[src/rtl/param_cpu_pkg.sv]
// Shared types and field-layout helpers for the param_cpu core.
// Opcodes, ALU function codes, FSM states and instruction field offsets.
package param_cpu_pkg;

    typedef enum logic [1:0] {
        ADDI    = 2'd0,
        ALU     = 2'd1,
        LOAD_R  = 2'd2,
        STORE_R = 2'd3
    } opcode_e;

    localparam logic [3:0] ADD = 4'd0;
    localparam logic [3:0] SUB = 4'd1;
    localparam logic [3:0] AND = 4'd2;
    localparam logic [3:0] OR  = 4'd3;
    localparam logic [3:0] XOR = 4'd4;

    typedef enum logic [2:0] {
        IDLE,
        DECODE,
        EXEC,
        MEM,
        WB
    } state_e;

    function automatic int func_lsb();
        return 0;
    endfunction

    function automatic int off_lsb();
        return 4;
    endfunction

    function automatic int x3_lsb(input int dw);
        return dw + 4;
    endfunction

    function automatic int x2_lsb(input int rb, input int dw);
        return rb + dw + 4;
    endfunction

    function automatic int x1_lsb(input int rb, input int dw);
        return 2 * rb + dw + 4;
    endfunction

    function automatic int op_lsb(input int rb, input int dw);
        return 3 * rb + dw + 4;
    endfunction

    function automatic int instr_width(input int rb, input int dw);
        return 2 + 3 * rb + dw + 4;
    endfunction

endpackage

[src/rtl/param_cpu_alu.sv]
// Combinational ALU for param_cpu: ADD/SUB with carry/borrow, AND/OR/XOR.
// Function codes above XOR produce zero and are treated as NOP by the core.
module param_cpu_alu
    import param_cpu_pkg::*;
#(
    parameter int DATA_WIDTH = 8
) (
    input  logic [DATA_WIDTH-1:0] a,
    input  logic [DATA_WIDTH-1:0] b,
    input  logic [3:0]            func,
    output logic [DATA_WIDTH-1:0] result,
    output logic                  carry,
    output logic                  zero
);

    logic [DATA_WIDTH:0] wide;

    // One extra bit holds carry (ADD) or borrow (SUB); logic ops clear it
    always_comb begin
        wide = '0;
        case (func)
            ADD:     wide = {1'b0, a} + {1'b0, b};
            SUB:     wide = {1'b0, a} - {1'b0, b};
            AND:     wide = {1'b0, a & b};
            OR:      wide = {1'b0, a | b};
            XOR:     wide = {1'b0, a ^ b};
            default: wide = '0;
        endcase
    end

    assign result = wide[DATA_WIDTH-1:0];
    assign carry  = wide[DATA_WIDTH];
    assign zero   = (result == '0);

endmodule

[src/rtl/param_cpu.sv]
// Multi-cycle load/store core with valid/ready instruction intake.
// Define PARAM_CPU_DBG_PORT_EN to expose the dbg_sel/dbg_data register read port.
module param_cpu
    import param_cpu_pkg::*;
#(
    parameter int DATA_WIDTH  = 8,
    parameter int ADDR_BITS   = 5,
    parameter int REG_BITS    = 2,
    parameter int INSTR_WIDTH = 20
) (
    input  logic                   clk,
    input  logic                   rst,
    input  logic [INSTR_WIDTH-1:0] instruction,
    input  logic                   instr_valid,
    output logic                   instr_ready,
    output logic                   retire,
    output logic                   flag_z,
    output logic                   flag_c
`ifdef PARAM_CPU_DBG_PORT_EN
    ,
    input  logic [REG_BITS-1:0]    dbg_sel,
    output logic [DATA_WIDTH-1:0]  dbg_data
`endif
);

    localparam int NREG = 2 ** REG_BITS;
    localparam int NMEM = 2 ** ADDR_BITS;
    localparam int OP_L = op_lsb(REG_BITS, DATA_WIDTH);
    localparam int X1_L = x1_lsb(REG_BITS, DATA_WIDTH);
    localparam int X2_L = x2_lsb(REG_BITS, DATA_WIDTH);
    localparam int X3_L = x3_lsb(DATA_WIDTH);
    localparam int OF_L = off_lsb();
    localparam int FN_L = func_lsb();

    if (INSTR_WIDTH != instr_width(REG_BITS, DATA_WIDTH)) begin : g_width_chk
        $error("param_cpu: INSTR_WIDTH must equal 2+3*REG_BITS+DATA_WIDTH+4");
    end

    state_e state, state_nx;

    logic [INSTR_WIDTH-1:0] ir;
    logic [DATA_WIDTH-1:0]  regs [NREG];
    logic [DATA_WIDTH-1:0]  dmem [NMEM];
    logic [DATA_WIDTH-1:0]  opd1, opd2, opd3, res;
    logic [ADDR_BITS-1:0]   addr;
    logic                   res_c, res_z;

    opcode_e               op;
    logic [REG_BITS-1:0]   x1, x2, x3;
    logic [DATA_WIDTH-1:0] off;
    logic [3:0]            fn;
    logic                  fn_ok;

    assign op    = opcode_e'(ir[OP_L +: 2]);
    assign x1    = ir[X1_L +: REG_BITS];
    assign x2    = ir[X2_L +: REG_BITS];
    assign x3    = ir[X3_L +: REG_BITS];
    assign off   = ir[OF_L +: DATA_WIDTH];
    assign fn    = ir[FN_L +: 4];
    assign fn_ok = (fn <= XOR);

    logic [DATA_WIDTH-1:0] alu_b, alu_res;
    logic [3:0]            alu_fn;
    logic                  alu_c, alu_z;
    logic [DATA_WIDTH:0]   addr_sum;

    assign alu_b    = (op == ADDI) ? off : opd3;
    assign alu_fn   = (op == ADDI) ? ADD : fn;
    assign addr_sum = {1'b0, opd2} + {1'b0, off};

    param_cpu_alu #(
        .DATA_WIDTH(DATA_WIDTH)
    ) u_alu (
        .a     (opd2),
        .b     (alu_b),
        .func  (alu_fn),
        .result(alu_res),
        .carry (alu_c),
        .zero  (alu_z)
    );

    assign instr_ready = (state == IDLE);

    // State register; reset wins over any in-flight instruction
    always_ff @(posedge clk) begin
        if (rst) state <= IDLE;
        else     state <= state_nx;
    end

    // Next-state: memory ops detour through MEM, STORE retires from there
    always_comb begin
        state_nx = state;
        unique case (state)
            IDLE:    if (instr_valid) state_nx = DECODE;
            DECODE:  state_nx = EXEC;
            EXEC:    state_nx = (op == LOAD_R || op == STORE_R) ? MEM : WB;
            MEM:     state_nx = (op == LOAD_R) ? WB : IDLE;
            WB:      state_nx = IDLE;
            default: state_nx = IDLE;
        endcase
    end

    // Retire pulses for the cycle after the completing edge
    always_ff @(posedge clk) begin
        if (rst) retire <= 1'b0;
        else     retire <= (state == WB) || (state == MEM && op == STORE_R);
    end

    // Per-instruction working registers; no reset needed, IDLE gates them
    always_ff @(posedge clk) begin
        if (!rst && state == IDLE && instr_valid) ir <= instruction;
        if (state == DECODE) begin
            opd1 <= regs[x1];
            opd2 <= regs[x2];
            opd3 <= regs[x3];
        end
        if (state == EXEC) begin
            res   <= alu_res;
            res_c <= alu_c;
            res_z <= alu_z;
            addr  <= ADDR_BITS'(addr_sum);
        end
        if (state == MEM && op == LOAD_R) res <= dmem[addr];
    end

    // Architectural state: register file, data memory and flags
    always_ff @(posedge clk) begin
        if (rst) begin
            for (int i = 0; i < NREG; i++) regs[i] <= DATA_WIDTH'(i);
            for (int i = 0; i < NMEM; i++) dmem[i] <= '0;
            flag_z <= 1'b0;
            flag_c <= 1'b0;
        end else begin
            if (state == MEM && op == STORE_R) dmem[addr] <= opd1;
            if (state == WB) begin
                if (op != ALU || fn_ok) regs[x1] <= res;
                if (op == ADDI || (op == ALU && fn_ok)) begin
                    flag_z <= res_z;
                    flag_c <= res_c;
                end
            end
        end
    end

`ifdef PARAM_CPU_DBG_PORT_EN
    assign dbg_data = regs[dbg_sel];
`else
`endif

endmodule

[config.mk]
export PLATFORM = sky130hd
export DESIGN_NAME = param_cpu
export DESIGN_NICKNAME = d
export VERILOG_FILES = /design/src/rtl/param_cpu_pkg.sv /design/src/rtl/param_cpu_alu.sv /design/src/rtl/param_cpu.sv
export SDC_FILE = /design/constraint.sdc
export NUM_CORES = 1
export LEC_CHECK = 0
export ABC_AREA = 0
export BUFFER_PORTS_ARGS = -buffer_cell sky130_fd_sc_hd__buf_2
export CAP_MARGIN = 20
export CORE_MARGIN = 10
export CORE_UTILIZATION = 50
export CTS_BUF_LIST = sky130_fd_sc_hd__clkbuf_4 sky130_fd_sc_hd__clkbuf_8
export CTS_CLUSTER_DIAMETER = 150
export DETAILED_ROUTE_END_ITERATION = 8
export GPL_ROUTABILITY_DRIVEN = 0
export GPL_TIMING_DRIVEN = 0
export HOLD_SLACK_MARGIN = 0.02
export MAX_ROUTING_LAYER = met4
export PLACE_DENSITY = 0.68
export SETUP_SLACK_MARGIN = 0.2
export SLEW_MARGIN = 20
export SYNTH_ARGS = -nofsm -noshare
export SYNTH_HDL_FRONTEND = slang
export SYNTH_SLANG_ARGS = --single-unit
[constraint.sdc]
create_clock -name clk -period 5.65 [get_ports clk]
set_clock_uncertainty 0.1 [all_clocks]
set_input_delay 0.2825 -clock clk [delete_from_list [all_inputs] [get_ports clk]]
set_output_delay 0.2825 -clock clk [all_outputs]
set_load 0.05 [all_outputs]
==> impl.org, run 1 <==
** Setup path
- Setup slack, reg-to-reg :: 1470 ps
- Along the worst path, the maximum fanout reaches 10.
- The critical path starts at ir[19].
- Worst Reg2Reg Path Length in Cells :: 13
- Worst Path Class, Setup :: register to register
- For the worst setup path, the data required time is 5890 ps.
- The worst setup path is captured at a register.
- The endpoint identified for the worst register-to-register timing path is res[5].
- Data arrives at the worst endpoint at 4420 ps.
- Critical path launch point type :: register
- The startpoint identified for the worst register-to-register timing path is ir[19].

** Floorplanning
- Width of the die :: 205 µm
- Die Outline Area :: 42200 µm²
- The core region is 33700 µm².
- In this run the core area contains 67 standard-cell rows.
- Starting density of the core :: 0.511
- In this run the vertical extent of the chip is 205 µm.
- 27 I/O pins were placed.

** Route
- DRT Wirelength :: 44700 µm
- Wirelength per Cell :: 25.0 µm
- Count of antenna-violating nets left after detailed routing :: 0
- DRC marker count from the first detailed-route iteration :: 1136
- For this run, design rule violations remaining after detail routing come to 0.
- Via count of the routed design :: 10600
- DR pass1 iterations :: 5
- After detailed routing, the number of vias per cell comes to 5.93.

** Pwr
- Max IR drop VDD :: 0.160 mV
- Leak pwr :: 7.06 nW
- Power spread over the standard cell area amounts to 312 nW/µm².

** Placement
- Before CTS, the worst setup slack after placement is 1570 ps.
- Input and output buffers added on the ports amount to 26.
- Placed wire-length estimate :: 31100 µm

** Global routing
- For met1 alone, demand over resource in global routing was 0.298.
- Global-route wire length before repair :: 66400 µm
- Entering global routing, the biggest net connects 15 pins.
- The via count of the first global-routing pass was 10500.
- Layer carrying the most global-route usage :: met2
- The initial antenna violation count is 0.
- Global routing finished with a remaining overflow of 0.
- Global-route total usage across every layer :: 0.220
- For this run, global-route usage on met2 was measured as 0.325.
- In the global route stage, met3 resource usage came out at 0.0510.

** Logic synthesis
- Average footprint of a synthesized cell :: 14.6 µm²
- Number of flip-flops and latches in the synthesized netlist :: 358
- In the post-synthesis netlist, the biggest area contributors are sky130_fd_sc_hd__edfxtp_1 61%, sky130_fd_sc_hd__mux4_2 12%, sky130_fd_sc_hd__and2_1 10%.
- Counting flops with a built-in enable in the synthesized netlist gives 347.
- Synthesis instantiated 64 different standard cells from the library.
- The synthesized netlist occupies a cell area of 17200 µm².
- Sequential element share of the synthesized area :: 0.618
- During synthesis, Yosys emitted a total of 0 warnings.
- Synth Flop Type :: sky130_fd_sc_hd__edfxtp_1
- Of all cell types, the one taking the most synthesized area is sky130_fd_sc_hd__edfxtp_1.
- Fraction of registers with async set or reset after synthesis :: 0
- Synthesis produced 1180 cells.
- The number of nets in the synthesized netlist is 1231.
- Of the post-synthesis cell area, the dominant cell type holds 0.606.

** Clocking
- For the worst-skew pair, the clock arrives at the later sink with an insertion delay of 640 ps.
- The number of setup buffers added after CTS is 0.
- The clock tree synthesis step divided the H-tree into 2 levels.
- CTS saw 358 sinks.
- The clock passes through at most 3 buffers.
- TritonCTS built the clock tree.
- Clock buffers created by TritonCTS :: 59
- Clock root buffer :: sky130_fd_sc_hd__clkbuf_8
- Clock-pin transition on the worst setup and hold timing paths :: 60 ps

** Run
- Across the run, the number of max-cap violations was 0.

** Final layout
- Of the cells placed in the final design, the portion with a size suffix greater than 1 is 0.191.
- The library cell used most frequently in the layout, excluding fill and tap cells, is sky130_fd_sc_hd__edfxtp_1.
- In the layout the commonest cells are 347 x sky130_fd_sc_hd__edfxtp_1, 284 x sky130_fd_sc_hd__and2_1, 92 x sky130_fd_sc_hd__mux4_2.
- Relative to the synthesized area, the layout overhead comes to 12.5%.
- Total area of multi-input combinational cells :: 6180 µm²
- Fill cells in the final layout number 2677.
- Net count reported at finish :: 1343
- Registers take 10600 µm².
- 0 antenna diodes ended up in the layout.

** STA
- Final slew viol count :: 0
- Number of failing setup endpoints in the final timing report :: 0
- Final Hold Violating Endpoints :: 0
- In the final timing run, aggregate negative setup slack is 0 ps.
- The worst pin sits at a relative slew slack of 0.293.
- RSZ-0062 raised after global routing :: false
- Highest attainable clock frequency :: 0.239 GHz
- Slew @ Worst Pin :: 1050 ps
- Worst hold slack :: 254 ps
- Setup slack on the critical path of the routed design comes to 1470 ps.
- Final period demand of the worst path :: 4180 ps
- Of the available clock period, the critical path in the final layout requires 0.740.

** Min path
- Worst Hold End :: ir[4]
- The startpoint identified for the worst hold timing path is instruction[4].
- Worst Hold Depth :: 2
- Class of the most critical hold timing path :: input port to register

** Status
- The flow ran to the end, and the final reports show no timing, DRC or antenna violations.
## layer usage
layer / up-vias / part of all wire
met5: - / 0
met4: 0 / 0.031
met3: 95 / 0.096
met2: 525 / 0.46
met1: 5346 / 0.41
li1: 4641 / -
## how the worst max path moves through the flow
stage	endpoint	slack, ps	depth (start not counted)
2_1_floorplan	res_z	2390	13
3_3_place_gp	res[5]	1550	13
3_5_place_dp	res[5]	1570	13
4_1_cts	res[5]	1550	13
5_1_grt	res[5]	1340	13
6_report	res[5]	1470	13
## cell usage after synthesis, types with 3 or more instances
master	count
sky130_fd_sc_hd__xnor2_1	14
sky130_fd_sc_hd__and3b_1	3
sky130_fd_sc_hd__nor3_1	6
sky130_fd_sc_hd__nor2_2	11
sky130_fd_sc_hd__nand2b_1	11
sky130_fd_sc_hd__o21ai_0	13
sky130_fd_sc_hd__inv_1	24
sky130_fd_sc_hd__mux2i_1	14
sky130_fd_sc_hd__ha_1	26
sky130_fd_sc_hd__a22oi_1	6
sky130_fd_sc_hd__nand2_1	36
sky130_fd_sc_hd__nor2b_1	6
sky130_fd_sc_hd__and3_1	5
sky130_fd_sc_hd__edfxtp_1	347
sky130_fd_sc_hd__a22o_1	4
sky130_fd_sc_hd__mux4_2	92
sky130_fd_sc_hd__buf_1	5
sky130_fd_sc_hd__o31ai_1	3
sky130_fd_sc_hd__or2_1	4
sky130_fd_sc_hd__buf_4	5
sky130_fd_sc_hd__xor2_1	4
sky130_fd_sc_hd__nand3_1	12
sky130_fd_sc_hd__and2_1	284
sky130_fd_sc_hd__a211oi_1	8
sky130_fd_sc_hd__nand4_1	3
sky130_fd_sc_hd__a21oi_1	21
sky130_fd_sc_hd__clkbuf_1	49
sky130_fd_sc_hd__mux2_2	4
sky130_fd_sc_hd__dfxtp_1	11
sky130_fd_sc_hd__buf_2	7
sky130_fd_sc_hd__nor2_1	56
sky130_fd_sc_hd__o21ai_1	39
## what timing repair did
| item | in CTS | in global routing |
|---|---|---|
| endpoints found under the hold margin | 29 | 0 |
| hold buffers | 22 | 0 |
| resized for setup | 0 | 0 |
## logic make-up (layout without fill, tap and decap cells)
| family | after synthesis | after routing | share of synthesized area |
|---|---|---|---|
| AO/OA/AOI/OAI | 118 | 118 | 0.0429 |
| XOR/XNOR | 18 | 18 | 0.00916 |
| adder cells (fa/ha/maj) | 28 | 28 | 0.0212 |
| buffers and inverters | 94 | 255 | 0.0230 |
| flip-flops | 358 | 358 | 0.618 |
| multiplexers | 111 | 111 | 0.132 |
| AND/OR/NAND/NOR | 453 | 453 | 0.153 |
## area by class of cell
type	count	share of cell area
clock buffer	85	0.0527
multi-input combinational	728	0.319
inverter	26	0.00504
tap	448	0.0290
sequential	358	0.550
buffer	68	0.0154
timing repair buffer	51	0.0197
clock inverter	25	0.00937
## state kept, by name, summed over array words and instances, names as in the netlist, named ones only
name,cells
res_z,1
opd3,8
flag_c,1
opd1,8
opd2,8
addr,5
state,3
ir,20
dmem,256
res_c,1
regs,32
res,8
retire,1
flag_z,1
## stage by stage
step	power, mW	utilization	area, µm²	cells
6_report	6.04	0.574	19400	1789
5_1_grt	6.23	0.574	19400	1789
4_1_cts	6.06	0.574	19400	1789
3_5_place_dp	3.74	0.532	17900	1657
3_3_place_gp	3.73	0.531	17900	1654
2_1_floorplan	3.51	-	17200	1180
## power breakdown
part | internal, mW | leakage, nW | total, mW | switching, mW
clock | 1.29 | 0.642 | 2.33 | 1.03
combinational | 0.248 | 2.82 | 0.637 | 0.389
sequential | 3.02 | 3.60 | 3.08 | 0.0591
total | 4.56 | 7.06 | 6.04 | 1.48
## critical path, cell delays in order (launching register included)
cell and delay [ps]:
sky130_fd_sc_hd__edfxtp_1 410, sky130_fd_sc_hd__buf_6 170, sky130_fd_sc_hd__nor2_8 230, sky130_fd_sc_hd__mux2i_1 530, sky130_fd_sc_hd__inv_1 130, sky130_fd_sc_hd__o21ai_1 180, sky130_fd_sc_hd__xnor2_1 80, sky130_fd_sc_hd__ha_1 370
sky130_fd_sc_hd__nand3_1 110, sky130_fd_sc_hd__a21oi_1 50, sky130_fd_sc_hd__a2111oi_0 500, sky130_fd_sc_hd__xnor2_1 160, sky130_fd_sc_hd__a211oi_1 590, sky130_fd_sc_hd__a221oi_1 270
Power figures use the tool's default switching activity.
==> run 2, diff against run 1 <==
--- a/config.mk
+++ b/config.mk
@@ -17,7 +17,7 @@
 export GPL_TIMING_DRIVEN = 0
 export HOLD_SLACK_MARGIN = 0.02
 export MAX_ROUTING_LAYER = met4
-export PLACE_DENSITY = 0.68
+export PLACE_DENSITY = 0.7
 export SETUP_SLACK_MARGIN = 0.2
 export SLEW_MARGIN = 20
 export SYNTH_ARGS = -nofsm -noshare
==> constraint.sdc (replaced) <==
create_clock -name clk -period 3.4 [get_ports clk]
set_clock_uncertainty 0.1 [all_clocks]
set_input_delay 0.17 -clock clk [delete_from_list [all_inputs] [get_ports clk]]
set_output_delay 0.17 -clock clk [all_outputs]
set_load 0.05 [all_outputs]
==> run 2 against run 1 <==
The run now ends with setup timing left. First-iteration DRC count is 13% higher. Final area is 3.1% higher. Register-to-register slack worse by 1500 ps. Largest cell class unchanged. Highest routed layer unchanged.
==> impl.org, run 2 (synthesized netlist as in run 1, its figures left out) <==
** Route
- Wirelength per Cell :: 24.8 µm
- Across all layers, the routed design uses 10800 vias.
- DR pass1 iterations :: 5
- Number of DRC violations after detailed routing :: 0
- After detailed routing, the number of vias per cell comes to 5.92.
- DRT Wirelength :: 45100 µm
- In this run the remaining antenna-violating nets after routing total 0.
- For this block, the initial DRC count from the detailed router was 1288.

** Setup path
- By startpoint and endpoint, the worst setup path is classified as register to register.
- The kind of cell with the highest combined delay along the critical path is simple AND/OR/NAND/NOR gates.
- Endpoint arrival time on the critical path :: 3750 ps
- Slowest CP cell :: sky130_fd_sc_hd__or4_4
- Along the worst path, the maximum fanout reaches 5.
- Critical path launch point type :: register
- The number of buffers and inverters on the critical path is 2.
- Critical Path Max Stage Delay :: 490 ps
- The worst setup path is captured at a register.
- In this design, the critical path's most frequently occurring cell is sky130_fd_sc_hd__xnor2_1.
- The critical path goes through buf_6 -> or4_4 -> o31ai_4 -> nand4_1 -> nor2_2 -> nor2_1 -> xnor2_1 -> ha_2 -> or4_1 -> o22ai_2 -> xnor2_1 -> a222oi_1 -> buf_4 -> and4b_1.
- For the worst setup path, the data required time is 3680 ps.

** Floorplanning
- Die Outline Area :: 42200 µm²
- Die Y :: 205 µm
- Core area :: 33700 µm²
- Std cell rows :: 67
- Measured along the x axis, the die boundary spans 205 µm.
- Count of boundary I/O pins :: 27
- Starting density of the core :: 0.511

** Clocking
- Clock buffers created by TritonCTS :: 57
- CTS built an H-tree with a depth of 2.
- TritonCTS built the clock tree.
- Clock root buffer :: sky130_fd_sc_hd__clkbuf_8
- Clk buf depth :: 3
- For the worst-skew pair, the clock arrives at the later sink with an insertion delay of 630 ps.
- Sink count of the clock tree :: 358
- After clock tree synthesis, the clock-pin slew on the worst setup and hold paths is 70 ps.

** Min path
- Class of the most critical hold timing path :: input port to register

** Placement
- After detailed placement, the design holds a cell count of 1657.
- Pre-CTS worst setup slack :: -670 ps
- Number of buffers inserted by port buffering :: 26
- Post-DP Area :: 18000 µm²
- Placed wire-length estimate :: 30800 µm

** Pwr
- Across the VDD grid, the largest voltage drop is 0.284 mV.
- In this run the static leakage power is 7.30 nW.
- Pwr/cell area :: 498 nW/µm²
- The design draws 9.93 mW.

** Final layout
- Registers with the highest flip-flop counts :: dmem: 256 flops, regs: 32 flops, ir: 20 flops
- Area growth from synthesis to layout :: 16.0%
- In the final layout, the share of cells above drive strength 1 is 0.252.
- Cell Count, Final, Fillers Out :: 1821
- The library cells used most frequently in the layout, excluding fill and tap cells, are 347 x sky130_fd_sc_hd__edfxtp_1, 284 x sky130_fd_sc_hd__and2_1, 92 x sky130_fd_sc_hd__mux4_2.
- For this run, the share of the core covered by cells in the final layout is 0.592.
- Leaving out fill and tap cells, the most frequent cell in the layout is sky130_fd_sc_hd__edfxtp_1.
- In the final design database the tool counted 1380 nets.
- The number of antenna diodes in the final layout is 0.
- Max reg flops :: 256
- More flip-flops sit in one register than any other, and that register is dmem.
- Summing all non-filler instances in the final layout gives an area of 20000 µm².

** STA
- The number of pins exceeding their max-slew limit in the final report was 0.
- Worst relative slew slack :: 0.310
- Counting I/O delays and the setup requirement, the final critical path takes 3470 ps.
- RSZ-0062 raised after global routing :: true
- The number of hold violations in the final report came to 0.
- Setup violations remaining at the end of the flow were counted as 3.
- Total Negative Setup Slacks :: -102 ps
- Of the available clock period, the critical path in the final layout requires 1.02.
- After layout, the worst setup slack is -71.0 ps.
- For this run, the top clock speed supported by timing is 0.288 GHz.
- For the pin with the worst max-slew slack, the measured transition is 1030 ps.
- Hold timing on the final database bottoms out at a slack of 149 ps.

** Global routing
- Largest net degree at the start of global routing :: 16
- The via count of the first global-routing pass came to 10900.
- Number of antenna violations at the first check in global routing :: 0
- Global-route total usage across every layer :: 0.222
- The first global-routing pass estimated 67300 µm of wire.
- The total overflow left after global routing is 0.

** Status
- Outcome :: finished, violations left
- The final reports fail on setup timing.

** Run
- Across the run, the number of max-cap violations was 0.
[run 2: cell types whose count changed in the layout (fill, tap and decap cells not counted), moves of 3 or more]
cell | before | now
sky130_fd_sc_hd__mux2i_1 | 14 | 8
sky130_fd_sc_hd__ha_1 | 26 | 23
sky130_fd_sc_hd__buf_4 | 7 | 31
sky130_fd_sc_hd__o21ai_1 | 40 | 19
sky130_fd_sc_hd__nor2_1 | 55 | 52
sky130_fd_sc_hd__buf_6 | 2 | 18
sky130_fd_sc_hd__o21ai_2 | 0 | 23
sky130_fd_sc_hd__mux2i_4 | 0 | 6
sky130_fd_sc_hd__clkinv_2 | 7 | 2
sky130_fd_sc_hd__clkbuf_4 | 24 | 27
sky130_fd_sc_hd__bufinv_16 | 3 | 0
sky130_fd_sc_hd__clkinv_1 | 17 | 13
[run 2: power by group]
part / internal (mW) / leakage [nW] / total (mW) / switching, mW
logic: 0.494 / 3.11 / 1.19 / 0.695
clock network: 1.94 / 0.598 / 3.63 / 1.69
registers: 5.01 / 3.60 / 5.11 / 0.102
[run 2: worst paths after layout]
kind / to / slack, ps / cells after the start / start
worst max-delay path: res_z / -70 / 14 / ir[18]
worst min-delay path: ir[3] / 150 / 2 / instruction[3]
worst max register to register: res_z / -70 / 14 / ir[18]
worst min register to register: flag_z / 410 / 2 / res_z
[run 2: area by class of cell]
type	instances	area [µm²]
sequential	358	10600
clock buffer	88	1040
fill	2628	13700
multi-input combinational	728	6500
clock inverter	15	71.3
buffer	68	310
inverter	26	97.6
tap	448	561
timing repair buffer	90	731
[run 2: per-layer routing]
layer / vias up / part of all wire / global-route usage
li1: 4711 / - / -
met1: 5453 / 0.41 / 0.301
met2: 529 / 0.46 / 0.327
met3: 93 / 0.10 / 0.0484
met4: 0 / 0.033 / 0.0761
met5: - / 0 / -
[run 2: what timing repair did]
item | in CTS | in global routing
setup endpoints to repair | 14 | 159
endpoints found under the hold margin | 34 | 0
hold buffers | 22 | 0
setup buffers | 33 | 6
pin swaps | 12 | 10
gates resized for setup | 25 | 57
[run 2: worst register-to-register path, cell delays in order, from the launching register on]
cell and delay, ps:
sky130_fd_sc_hd__edfxtp_1 390, sky130_fd_sc_hd__buf_6 150, sky130_fd_sc_hd__or4_4 490, sky130_fd_sc_hd__o31ai_4 100, sky130_fd_sc_hd__nand4_1 230, sky130_fd_sc_hd__nor2_2 160
sky130_fd_sc_hd__nor2_1 70, sky130_fd_sc_hd__xnor2_1 130, sky130_fd_sc_hd__ha_2 200, sky130_fd_sc_hd__or4_1 410, sky130_fd_sc_hd__o22ai_2 150, sky130_fd_sc_hd__xnor2_1 170
sky130_fd_sc_hd__a222oi_1 100, sky130_fd_sc_hd__buf_4 190, sky130_fd_sc_hd__and4b_1 200
==> run 3, diff against run 2 <==
--- a/config.mk
+++ b/config.mk
@@ -8,6 +8,8 @@
 export ABC_AREA = 0
 export BUFFER_PORTS_ARGS = -buffer_cell sky130_fd_sc_hd__buf_2
 export CAP_MARGIN = 20
+export CELL_PAD_IN_SITES_DETAIL_PLACEMENT = 0
+export CELL_PAD_IN_SITES_GLOBAL_PLACEMENT = 1
 export CORE_MARGIN = 10
 export CORE_UTILIZATION = 50
 export CTS_BUF_LIST = sky130_fd_sc_hd__clkbuf_4 sky130_fd_sc_hd__clkbuf_8
@@ -17,7 +19,7 @@
 export GPL_TIMING_DRIVEN = 0
 export HOLD_SLACK_MARGIN = 0.02
 export MAX_ROUTING_LAYER = met4
-export PLACE_DENSITY = 0.7
+export PLACE_DENSITY = 0.8
 export SETUP_SLACK_MARGIN = 0.2
 export SLEW_MARGIN = 20
 export SYNTH_ARGS = -nofsm -noshare
==> run 3 against run 2 <==
The flow still finishes with violations (setup timing). Worst setup slack got worse by 3.2 ps. Utilization fell by 0.20 points. Flip-flop and latch count did not move. Largest power group unchanged. Highest routed layer unchanged. Combinational power barely moved.
==> impl.org, run 3 (synthesized netlist as in run 1, its figures left out) <==
** Route
- Wirelength per Cell :: 25.4 µm
- DRT Wirelength :: 45800 µm
- Count of antenna-violating nets left after detailed routing :: 0
- DRC marker count from the first detailed-route iteration :: 1009
- Using the TritonRoute via totals, the vias-per-cell ratio works out to 5.86.
- DR pass1 iterations :: 5
- Via count of the routed design :: 10600
- For this run, design rule violations remaining after detail routing come to 0.

** Run
- MaxCap Viol Count :: 0

** Floorplanning
- Die Y :: 205 µm
- Count of boundary I/O pins :: 27
- The initial utilization of the core area, before any placement, comes to 0.511.
- Width of the die :: 205 µm
- The floorplan step defined a core boundary enclosing 33700 µm².
- The floorplan step defined a die boundary enclosing 42200 µm².
- Std cell rows :: 67

** Clocking
- Clock buffers created by TritonCTS :: 57
- TritonCTS built the clock tree.
- The tree is rooted in a sky130_fd_sc_hd__clkbuf_8.
- Sink count of the clock tree :: 358
- Clock-pin transition on the worst setup and hold timing paths :: 60 ps
- Counting along the longest clock path gives a buffer depth of 3.
- Clock latency at the later pin of the worst-skew pair :: 620 ps
- CTS H-tree depth :: 2

** Placement
- Number of buffers inserted by port buffering :: 26
- Cell total after placement :: 1657
- Placed wire-length estimate :: 31300 µm
- Post-DP Area :: 18000 µm²
- Pre-CTS worst setup slack :: -780 ps

** STA
- Final slew viol count :: 0
- Subtracting the final worst setup slack from the clock period gives 3470 ps.
- RSZ-0062 raised after global routing :: true
- Final Hold Violating Endpoints :: 0
- Derived from the worst setup path, the maximum achievable clock frequency is 0.288 GHz.
- For the final routed database, the setup TNS stands at -106 ps.
- Tcrit/Tclk final :: 1.02
- Slew @ Worst Pin :: 998 ps
- In the post-route analysis, the smallest setup slack over all paths is -74.1 ps.
- In this run the tightest slew margin relative to its limit is 0.330.
- Setup violations remaining at the end of the flow were counted as 2.

** Global routing
- Global-route wire length before repair :: 67900 µm
- Global-route total usage across every layer :: 0.226
- Number of antenna violations at the first check in global routing :: 0
- Grt total ovfl :: 0
- The via count of the first global-routing pass is 10700.
- Largest net degree at the start of global routing :: 15

** Final layout
- Max reg flops :: 256
- Leading cell types in the layout, fill and taps excluded :: 347 x sky130_fd_sc_hd__edfxtp_1, 284 x sky130_fd_sc_hd__and2_1, 92 x sky130_fd_sc_hd__mux4_2
- In the final layout, the share of cells above drive strength 1 is 0.242.
- Total area of multi-input combinational cells :: 6450 µm²
- Most common cell after layout, fill and taps aside :: sky130_fd_sc_hd__edfxtp_1
- Cell Count, Final, Fillers Out :: 1805
- Ranked by flip-flop count, first place goes to dmem.
- Total of fill cells in the finished design :: 2670
- Summed area of non-filler cells in the final layout :: 19900 µm²
- # diodes :: 0
- Area growth from synthesis to layout :: 15.6%
- The sequential cells in the finished layout cover a total of 10600 µm².
- The final layout contains 1364 nets.
- Registers with the highest flip-flop counts :: dmem: 256 flops, regs: 32 flops, ir: 20 flops

** Pwr
- Across the VDD grid, the largest voltage drop is 0.290 mV.
- For this design the static power due to leakage is 7.24 nW.
- Pwr/cell area :: 517 nW/µm²
- Total power after layout :: 10.3 mW

** Setup path
- For the worst setup path, the data arrival time is 3710 ps.
- Startpoint of the worst-slack reg-to-reg timing path :: ir[18]
- CP required :: 3640 ps
- In this run the worst setup path begins at ir[18].
- The worst setup path is captured at a register.
- The worst register-to-register path has a setup slack of -70 ps.
- The critical path is of the register to register type.
- STA classifies the critical path startpoint as a register.
- In this run the worst path has a maximum fanout of 5.

** Min path
- Class of the most critical hold timing path :: input port to register
- The worst hold path begins at instruction[14].

** Status
- The run finished, with violations left.
- Violations in the final reports :: setup timing
-- run 3: cell types whose count changed in the layout (fill, tap and decap cells not counted), moves of 4 or more --
cell and change:
sky130_fd_sc_hd__o21ai_1 +4, sky130_fd_sc_hd__bufinv_16 +6, sky130_fd_sc_hd__clkbuf_4 -8, sky130_fd_sc_hd__buf_6 -8, sky130_fd_sc_hd__buf_4 -8, sky130_fd_sc_hd__o21ai_2 -5, sky130_fd_sc_hd__clkinvlp_4 +6
-- run 3: final cells by class --
cell class                      instances  area share
Multi-Input combinational cell        728       0.324
Clock inverter                         25      0.0140
Timing Repair Buffer                   74      0.0294
Inverter                               26     0.00491
Tap cell                              448      0.0282
Buffer                                 68      0.0161
Sequential cell                       358       0.535
Clock buffer                           78      0.0480
-- run 3: path summary, 6_finish.rpt --
path                            depth (start not counted)  endpoint
worst max-delay path                                   14     res_z
worst min-delay path                                    2    ir[14]
worst max register to register                         14     res_z
worst min register to register                          2    flag_z
-- run 3: layer usage --
layer | up-vias | wire, µm | part of all wire | GRT usage
li1 | 4682 | - | - | -
met1 | 5330 | 19400 | 0.42 | 0.304
met2 | 477 | 21300 | 0.47 | 0.342
met3 | 86 | 3940 | 0.086 | 0.0521
met4 | 0 | 1090 | 0.024 | 0.0578
met5 | - | 0 | 0 | -
-- run 3: critical path: stages (launching register included) --
cell and delay, ps:
sky130_fd_sc_hd__edfxtp_1 400, sky130_fd_sc_hd__buf_6 150, sky130_fd_sc_hd__or4_4 490, sky130_fd_sc_hd__o31ai_4 90
sky130_fd_sc_hd__buf_4 160, sky130_fd_sc_hd__buf_6 80, sky130_fd_sc_hd__nor2_2 30, sky130_fd_sc_hd__xnor2_1 120
sky130_fd_sc_hd__ha_1 350, sky130_fd_sc_hd__a211oi_2 250, sky130_fd_sc_hd__nor2_1 80, sky130_fd_sc_hd__xor2_1 290
sky130_fd_sc_hd__o21ai_0 130, sky130_fd_sc_hd__and4b_1 270, sky130_fd_sc_hd__and4b_1 220
-- run 3: repair_timing --
item,CTS,global route
setup endpoints to repair,14,130
setup buffers,21,2
hold buffers,22,0
pin swaps,15,7
gates resized for setup,29,39
hold endpoints to repair,33,0
-- run 3: power by group --
| group | switching [mW] | internal [mW] |
|---|---|---|
| Clock | 1.73 | 2.27 |
| Combinational | 0.692 | 0.472 |
| Sequential | 0.103 | 5.01 |
| Total | 2.53 | 7.76 |
-- run 3: metrics by stage --
stage | hold slack [ps] | util
global placement | 248 | 0.532
global route | 163 | 0.590
CTS | 144 | 0.585
floorplan | 169 | -
detailed placement | 249 | 0.533
finish | 179 | 0.590
